===== config.mk =====
export PLATFORM = sky130hd
export DESIGN_NAME = arm_sequencer
export DESIGN_NICKNAME = d
export VERILOG_FILES = /design/src/rtl/arm_sequencer.sv
export SDC_FILE = /design/constraint.sdc
export NUM_CORES = 1
export LEC_CHECK = 0
export CORE_MARGIN = 4
export CORE_UTILIZATION = 55
export DETAILED_ROUTE_END_ITERATION = 7
export PLACE_DENSITY = 0.77
export SYNTH_ARGS = -nofsm -noshare
export SYNTH_HDL_FRONTEND = slang
export SYNTH_SLANG_ARGS = --single-unit

===== constraint.sdc =====
create_clock -name clk -period 2.4 [get_ports clk]
set_input_delay 0.48 -clock clk [delete_from_list [all_inputs] [get_ports clk]]
set_output_delay 0.48 -clock clk [all_outputs]
set_load 0.005 [all_outputs]

===== src/rtl/arm_sequencer.sv =====
// Command sequencer for the servo PWM block: runs the automatic load/deliver sequence,
// admits manual UART moves, and flags moves that time out. Optional loop mode: SEQ_LOOP_EN.
module arm_sequencer #(
  parameter int CNT_W          = 26,
  parameter int DWELL_CYCLES   = 13_500_000,
  parameter int TIMEOUT_CYCLES = 54_000_000
) (
  input  logic       clk,
  input  logic       rst_n,
  input  logic       start,
  input  logic       abort,
  input  logic [2:0] uart_cmd,
  input  logic       uart_cmd_valid,
  input  logic       servo_moving,
  input  logic       servo_reached,
  output logic [2:0] state_desired,
  output logic       cmd_valid,
  output logic       busy,
  output logic [2:0] step_idx,
  output logic       seq_done,
  output logic       uart_drop,
  output logic       fault,
  output logic [2:0] state_dbg
);

`ifdef SEQ_LOOP_EN
  localparam bit LOOP_EN = 1'b1;
`else
  localparam bit LOOP_EN = 1'b0;
`endif

  localparam logic [CNT_W-1:0] DWELL_LAST   = CNT_W'(DWELL_CYCLES - 1);
  localparam logic [CNT_W-1:0] TIMEOUT_LAST = CNT_W'(TIMEOUT_CYCLES - 1);

  // Handshake: cmd_valid is a single-cycle strobe qualifying state_desired; the PWM block
  // has no ready, so a new move is only issued once servo_moving is low.
  typedef enum logic [2:0] {
    ST_IDLE     = 3'd0,
    ST_ISSUE    = 3'd1,
    ST_WAIT     = 3'd2,
    ST_DWELL    = 3'd3,
    ST_MAN_WAIT = 3'd4,
    ST_FAULT    = 3'd5
  } state_t;

  state_t           state, state_n;
  logic [CNT_W-1:0] cnt, cnt_n, cnt_inc;
  logic [2:0]       step_n, desired_n;
  logic             cmd_valid_n, seq_done_n, uart_drop_n, fault_n;

  function automatic logic [2:0] step_code(input logic [2:0] idx);
    case (idx)
      3'd0:    step_code = 3'd2;
      3'd1:    step_code = 3'd3;
      3'd2:    step_code = 3'd5;
      3'd3:    step_code = 3'd4;
      default: step_code = 3'd1;
    endcase
  endfunction

  assign cnt_inc   = (cnt == '1) ? cnt : cnt + 1'b1;
  assign busy      = (state != ST_IDLE) && (state != ST_FAULT);
  assign state_dbg = state;

  always_comb begin
    state_n     = state;
    cnt_n       = cnt;
    step_n      = step_idx;
    desired_n   = state_desired;
    cmd_valid_n = 1'b0;
    seq_done_n  = 1'b0;
    uart_drop_n = uart_cmd_valid && (state != ST_IDLE);
    fault_n     = fault;
    if (abort) begin
      state_n = ST_IDLE;
      step_n  = 3'd0;
      fault_n = 1'b0;
      cnt_n   = '0;
    end else begin
      case (state)
        ST_IDLE: begin
          if (start) begin
            state_n     = ST_ISSUE;
            step_n      = 3'd0;
            uart_drop_n = uart_cmd_valid;
          end else if (uart_cmd_valid) begin
            if (uart_cmd != 3'd0 && !servo_moving) begin
              desired_n   = uart_cmd;
              cmd_valid_n = 1'b1;
              cnt_n       = '0;
              state_n     = ST_MAN_WAIT;
            end else begin
              uart_drop_n = 1'b1;
            end
          end
        end
        ST_ISSUE: begin
          if (!servo_moving) begin
            desired_n   = step_code(step_idx);
            cmd_valid_n = 1'b1;
            cnt_n       = '0;
            state_n     = ST_WAIT;
          end
        end
        ST_WAIT, ST_MAN_WAIT: begin
          // A reply arriving in the timeout cycle still counts as success.
          if (servo_reached) begin
            cnt_n = '0;
            if (state == ST_MAN_WAIT) begin
              state_n = ST_IDLE;
            end else if (step_idx < 3'd4 || (LOOP_EN && start)) begin
              state_n = ST_DWELL;
            end else begin
              seq_done_n = 1'b1;
              step_n     = 3'd0;
              state_n    = ST_IDLE;
            end
          end else if (cnt == TIMEOUT_LAST) begin
            fault_n = 1'b1;
            step_n  = 3'd0;
            state_n = ST_FAULT;
          end else begin
            cnt_n = cnt_inc;
          end
        end
        ST_DWELL: begin
          if (cnt == DWELL_LAST) begin
            cnt_n   = '0;
            step_n  = (step_idx == 3'd4) ? 3'd0 : step_idx + 3'd1;
            state_n = ST_ISSUE;
          end else begin
            cnt_n = cnt_inc;
          end
        end
        ST_FAULT: ;
        default: state_n = ST_IDLE;
      endcase
    end
  end

  always_ff @(posedge clk or negedge rst_n) begin
    if (!rst_n) begin
      state         <= ST_IDLE;
      cnt           <= '0;
      step_idx      <= 3'd0;
      state_desired <= 3'd1;
      cmd_valid     <= 1'b0;
      seq_done      <= 1'b0;
      uart_drop     <= 1'b0;
      fault         <= 1'b0;
    end else begin
      state         <= state_n;
      cnt           <= cnt_n;
      step_idx      <= step_n;
      state_desired <= desired_n;
      cmd_valid     <= cmd_valid_n;
      seq_done      <= seq_done_n;
      uart_drop     <= uart_drop_n;
      fault         <= fault_n;
    end
  end

endmodule


==> impl_metrics.env <==
export IMPL_clock_tree_root_cell="clkbuf_8"
export IMPL_drv_cap=0
export IMPL_power_density_nw_per_um2=664.4
export IMPL_slew_viol_final=0
export IMPL_synth_top_cell_area_share=0.3909
export IMPL_placed_cells=377
export IMPL_drcViolationCount=0
export IMPL_num_rows=23
export IMPL_crit_arrival_ns=2.48
export IMPL_final_cell_area_sq_um=3040
export IMPL_slew_headroom=0.4304
export IMPL_initial_core_util=0.5870
export IMPL_core_sq_um=4144
export IMPL_firstDrtPassIters=4
export IMPL_dp_hpwl_microns=4455
export IMPL_port_buffers=23
export IMPL_wirelength_microns=5997
export IMPL_fp_dieArea_sq_um=5550
export IMPL_synthCells=282
export IMPL_timing_rr_end="step_idx[2]"
export IMPL_synthToLayoutAreaGrowth_pct=25.00
export IMPL_synth_top_area_cell="dfrtp_1"
export IMPL_finalCritPeriodShare=0.9636
export IMPL_wl_per_cell_microns=15.42
export IMPL_die_w_microns=74.50
export IMPL_antenna_found_initial=0
export IMPL_clock_path_buffers=2
export IMPL_synth_async_reset_ratio=1.000
export IMPL_post_dp_cell_area_sq_um=2919
export IMPL_via_count=2348
export IMPL_clkSinkCount=39
export IMPL_synth_area_per_cell_sq_um=8.625
export IMPL_die_y_microns=74.50
export IMPL_ys_seq_area_frac=0.4017
export IMPL_timing_rr_start="cnt[10]"
export IMPL_cts_tree="built"
export IMPL_layout_min_cycle_time_ns=2.313
export IMPL_crit_path_end_kind="flop"
export IMPL_ctsHoldBuffers=0
export IMPL_regToRegSetupSlack_ns=0.09
export IMPL_track_usage=0.2340
export IMPL_r2r_cells=8
export IMPL_nFillCells=356
export IMPL_syn_area_sq_um=2432
export IMPL_n_antenna_cell=0
export IMPL_cts_htree_levels=2
export IMPL_synth_seq_cells=39
export IMPL_critPathLaunchType="flop"
export IMPL_max_vdd_ir_drop_v=0.0004448
export IMPL_grt_max_degree=40
export IMPL_ios=24
export IMPL_drive_above_1_share=0.1770
export IMPL_hold_class="input pin to asynchronous set/reset pin"
export IMPL_synth_edf_count=0
export IMPL_drt_initial_drc_count=178
export IMPL_synth_area_leaders="dfrtp_1 (39%), nand4_1 (4.9%), o21ai_0 (4.7%), a21oi_1 (4.3%), or3_1 (4.1%)"
export IMPL_max_freq_mhz=432.4
export IMPL_routed_via_density=6.036
export IMPL_yosys_warnings=0
export IMPL_path_class="flop to flop"
export IMPL_multi_input_area_sq_um=1375
export IMPL_numCtsBuffers=5
export IMPL_synth_cell_types=52
export IMPL_tightest_slew_ns=0.8545
export IMPL_worst_hold_slack_ns=0.2937
export IMPL_required_ns=2.57
export IMPL_status="completed"
export IMPL_leakage_nw=1.253
export IMPL_clkTransAtPathRegs_ns=0.08
export IMPL_power_mw=2.020
export IMPL_antenna_left=0
export IMPL_cp_max_fo=6
export IMPL_final_cells=389
export IMPL_grt_ovfl_total=0
export IMPL_skew_ns=0.009080
export IMPL_syn_nets=298
export IMPL_setup_viol=0
export IMPL_final_nets=354
export IMPL_clock_latency_ns=0.29
export IMPL_gp_congestion=0.8746
export IMPL_ys_flop_type="dfrtp_1"
export IMPL_hold_violations=0
export IMPL_grt_pass1_wl_microns=10120
export IMPL_final_seq_area_sq_um=977.2
export IMPL_final_core_util=0.7337
export IMPL_grt_pass1_vias=2176
worst max-delay path: stages, from the launching register on:
cell,delay [ns]
dfrtp_1,0.40
or3_1,0.39
nor4_1,0.32
buf_4,0.18
nand3_1,0.07
o2bb2ai_1,0.14
buf_4,0.17
nor2_1,0.17
mux2_2,0.35
kinds of logic (layout without fill, tap and decap cells):
| kind of cell | Yosys count | count (layout) | share of synthesized area |
|---|---|---|---|
| AND/OR/NAND/NOR | 130 | 130 | 0.2917 |
| AO/OA/AOI/OAI | 72 | 72 | 0.1842 |
| XOR/XNOR | 8 | 8 | 0.02881 |
| flip-flops | 39 | 39 | 0.4018 |
| buffers and inverters | 21 | 78 | 0.03703 |
| adder cells (fa/ha/maj) | 6 | 6 | 0.03086 |
| multiplexers | 6 | 6 | 0.02572 |
power breakdown:
| group | internal, mW | switching (mW) |
|---|---|---|
| Sequential | 0.724 | 0.0772 |
| Clock | 0.204 | 0.221 |
| Combinational | 0.398 | 0.397 |
| Total | 1.33 | 0.695 |
what timing repair did:
action                     CTS  global route
buffers inserted             0             4
gates resized for setup      0             3
setup endpoints to repair    0            17
layout by cell type (no fill, tap or decap), drive strengths merged, types with 7 or more instances in the layout:
cell type,instances
nand2,23
o21ai,24
nand3,8
nor2,26
or3,17
nor3,7
dfrtp,38
clkbuf,7
buf,39
clkdlybuf4s50,22
nand4,20
inv,9
a21oi,21
registers in the layout, summed over array words and instances (netlist names):
| register | cells |
|---|---|
| cnt | 26 |
| step_idx | 3 |
| fault | 1 |
| cmd_valid | 1 |
| state_desired | 3 |
| seq_done | 1 |
| state_dbg | 3 |
| uart_drop | 1 |
stage by stage:
| stage | worst slack [ns] | setup TNS, ns |
|---|---|---|
| after floorplan | 0.2113 | 0 |
| after global placement | -0.1156 | -0.4705 |
| after detailed placement | -0.1378 | -1.034 |
| after CTS | 0.04190 | 0 |
| after global routing | -0.007756 | -0.01321 |
| final | 0.08730 | 0 |
how the worst max path moves through the flow:
stage / startpoint / end / slack, ns / cells after the start
2_1_floorplan: uart_cmd[1] / cnt[3] / 0.21 / 7
5_1_grt: uart_cmd[1] / cnt[18] / -0.008 / 9
6_report: cnt[10] / step_idx[2] / 0.09 / 8
3_5_place_dp: uart_cmd[1] / cnt[1] / -0.14 / 9
3_3_place_gp: uart_cmd[1] / cnt[3] / -0.12 / 7
4_1_cts: cnt[1] / cnt[20] / 0.04 / 7
metal layers:
metal	vias up	wire [microns]	GRT usage
met4	0	51	0.06126
met1	1124	2840	0.3384
li1	1163	-	-
met5	-	0	0
met2	54	2809	0.3688
met3	7	296	0.03243
cell type report:
| class | instances | area share |
|---|---|---|
| multi-input combinational | 222 | 0.4523 |
| tap | 50 | 0.02058 |
| clock inverter | 1 | 0.001646 |
| clock buffer | 7 | 0.02510 |
| timing repair buffer | 61 | 0.1679 |
| inverter | 9 | 0.01111 |
| sequential | 39 | 0.3214 |
synth_stat cells (2+ instances only):
library cell / number
dfrtp_1: 38
nor2_1: 26
nand2_1: 23
o21ai_0: 23
a21oi_1: 21
nand4_1: 19
or3_1: 16
inv_1: 9
nand3_1: 8
nor3_1: 7
clkbuf_1: 6
ha_1: 6
xor2_1: 6
nor4_1: 5
o31ai_1: 5
mux2i_1: 4
nand2b_1: 4
a21o_1: 3
and3_1: 3
buf_2: 3
o21bai_1: 3
or2_2: 3
or4_1: 3
a22o_1: 2
a31o_2: 2
and2_1: 2
and4_1: 2
buf_4: 2
mux2_2: 2
nand4bb_1: 2
o211ai_1: 2
xnor2_1: 2
Note: power is estimated with default switching activity, not from simulation.
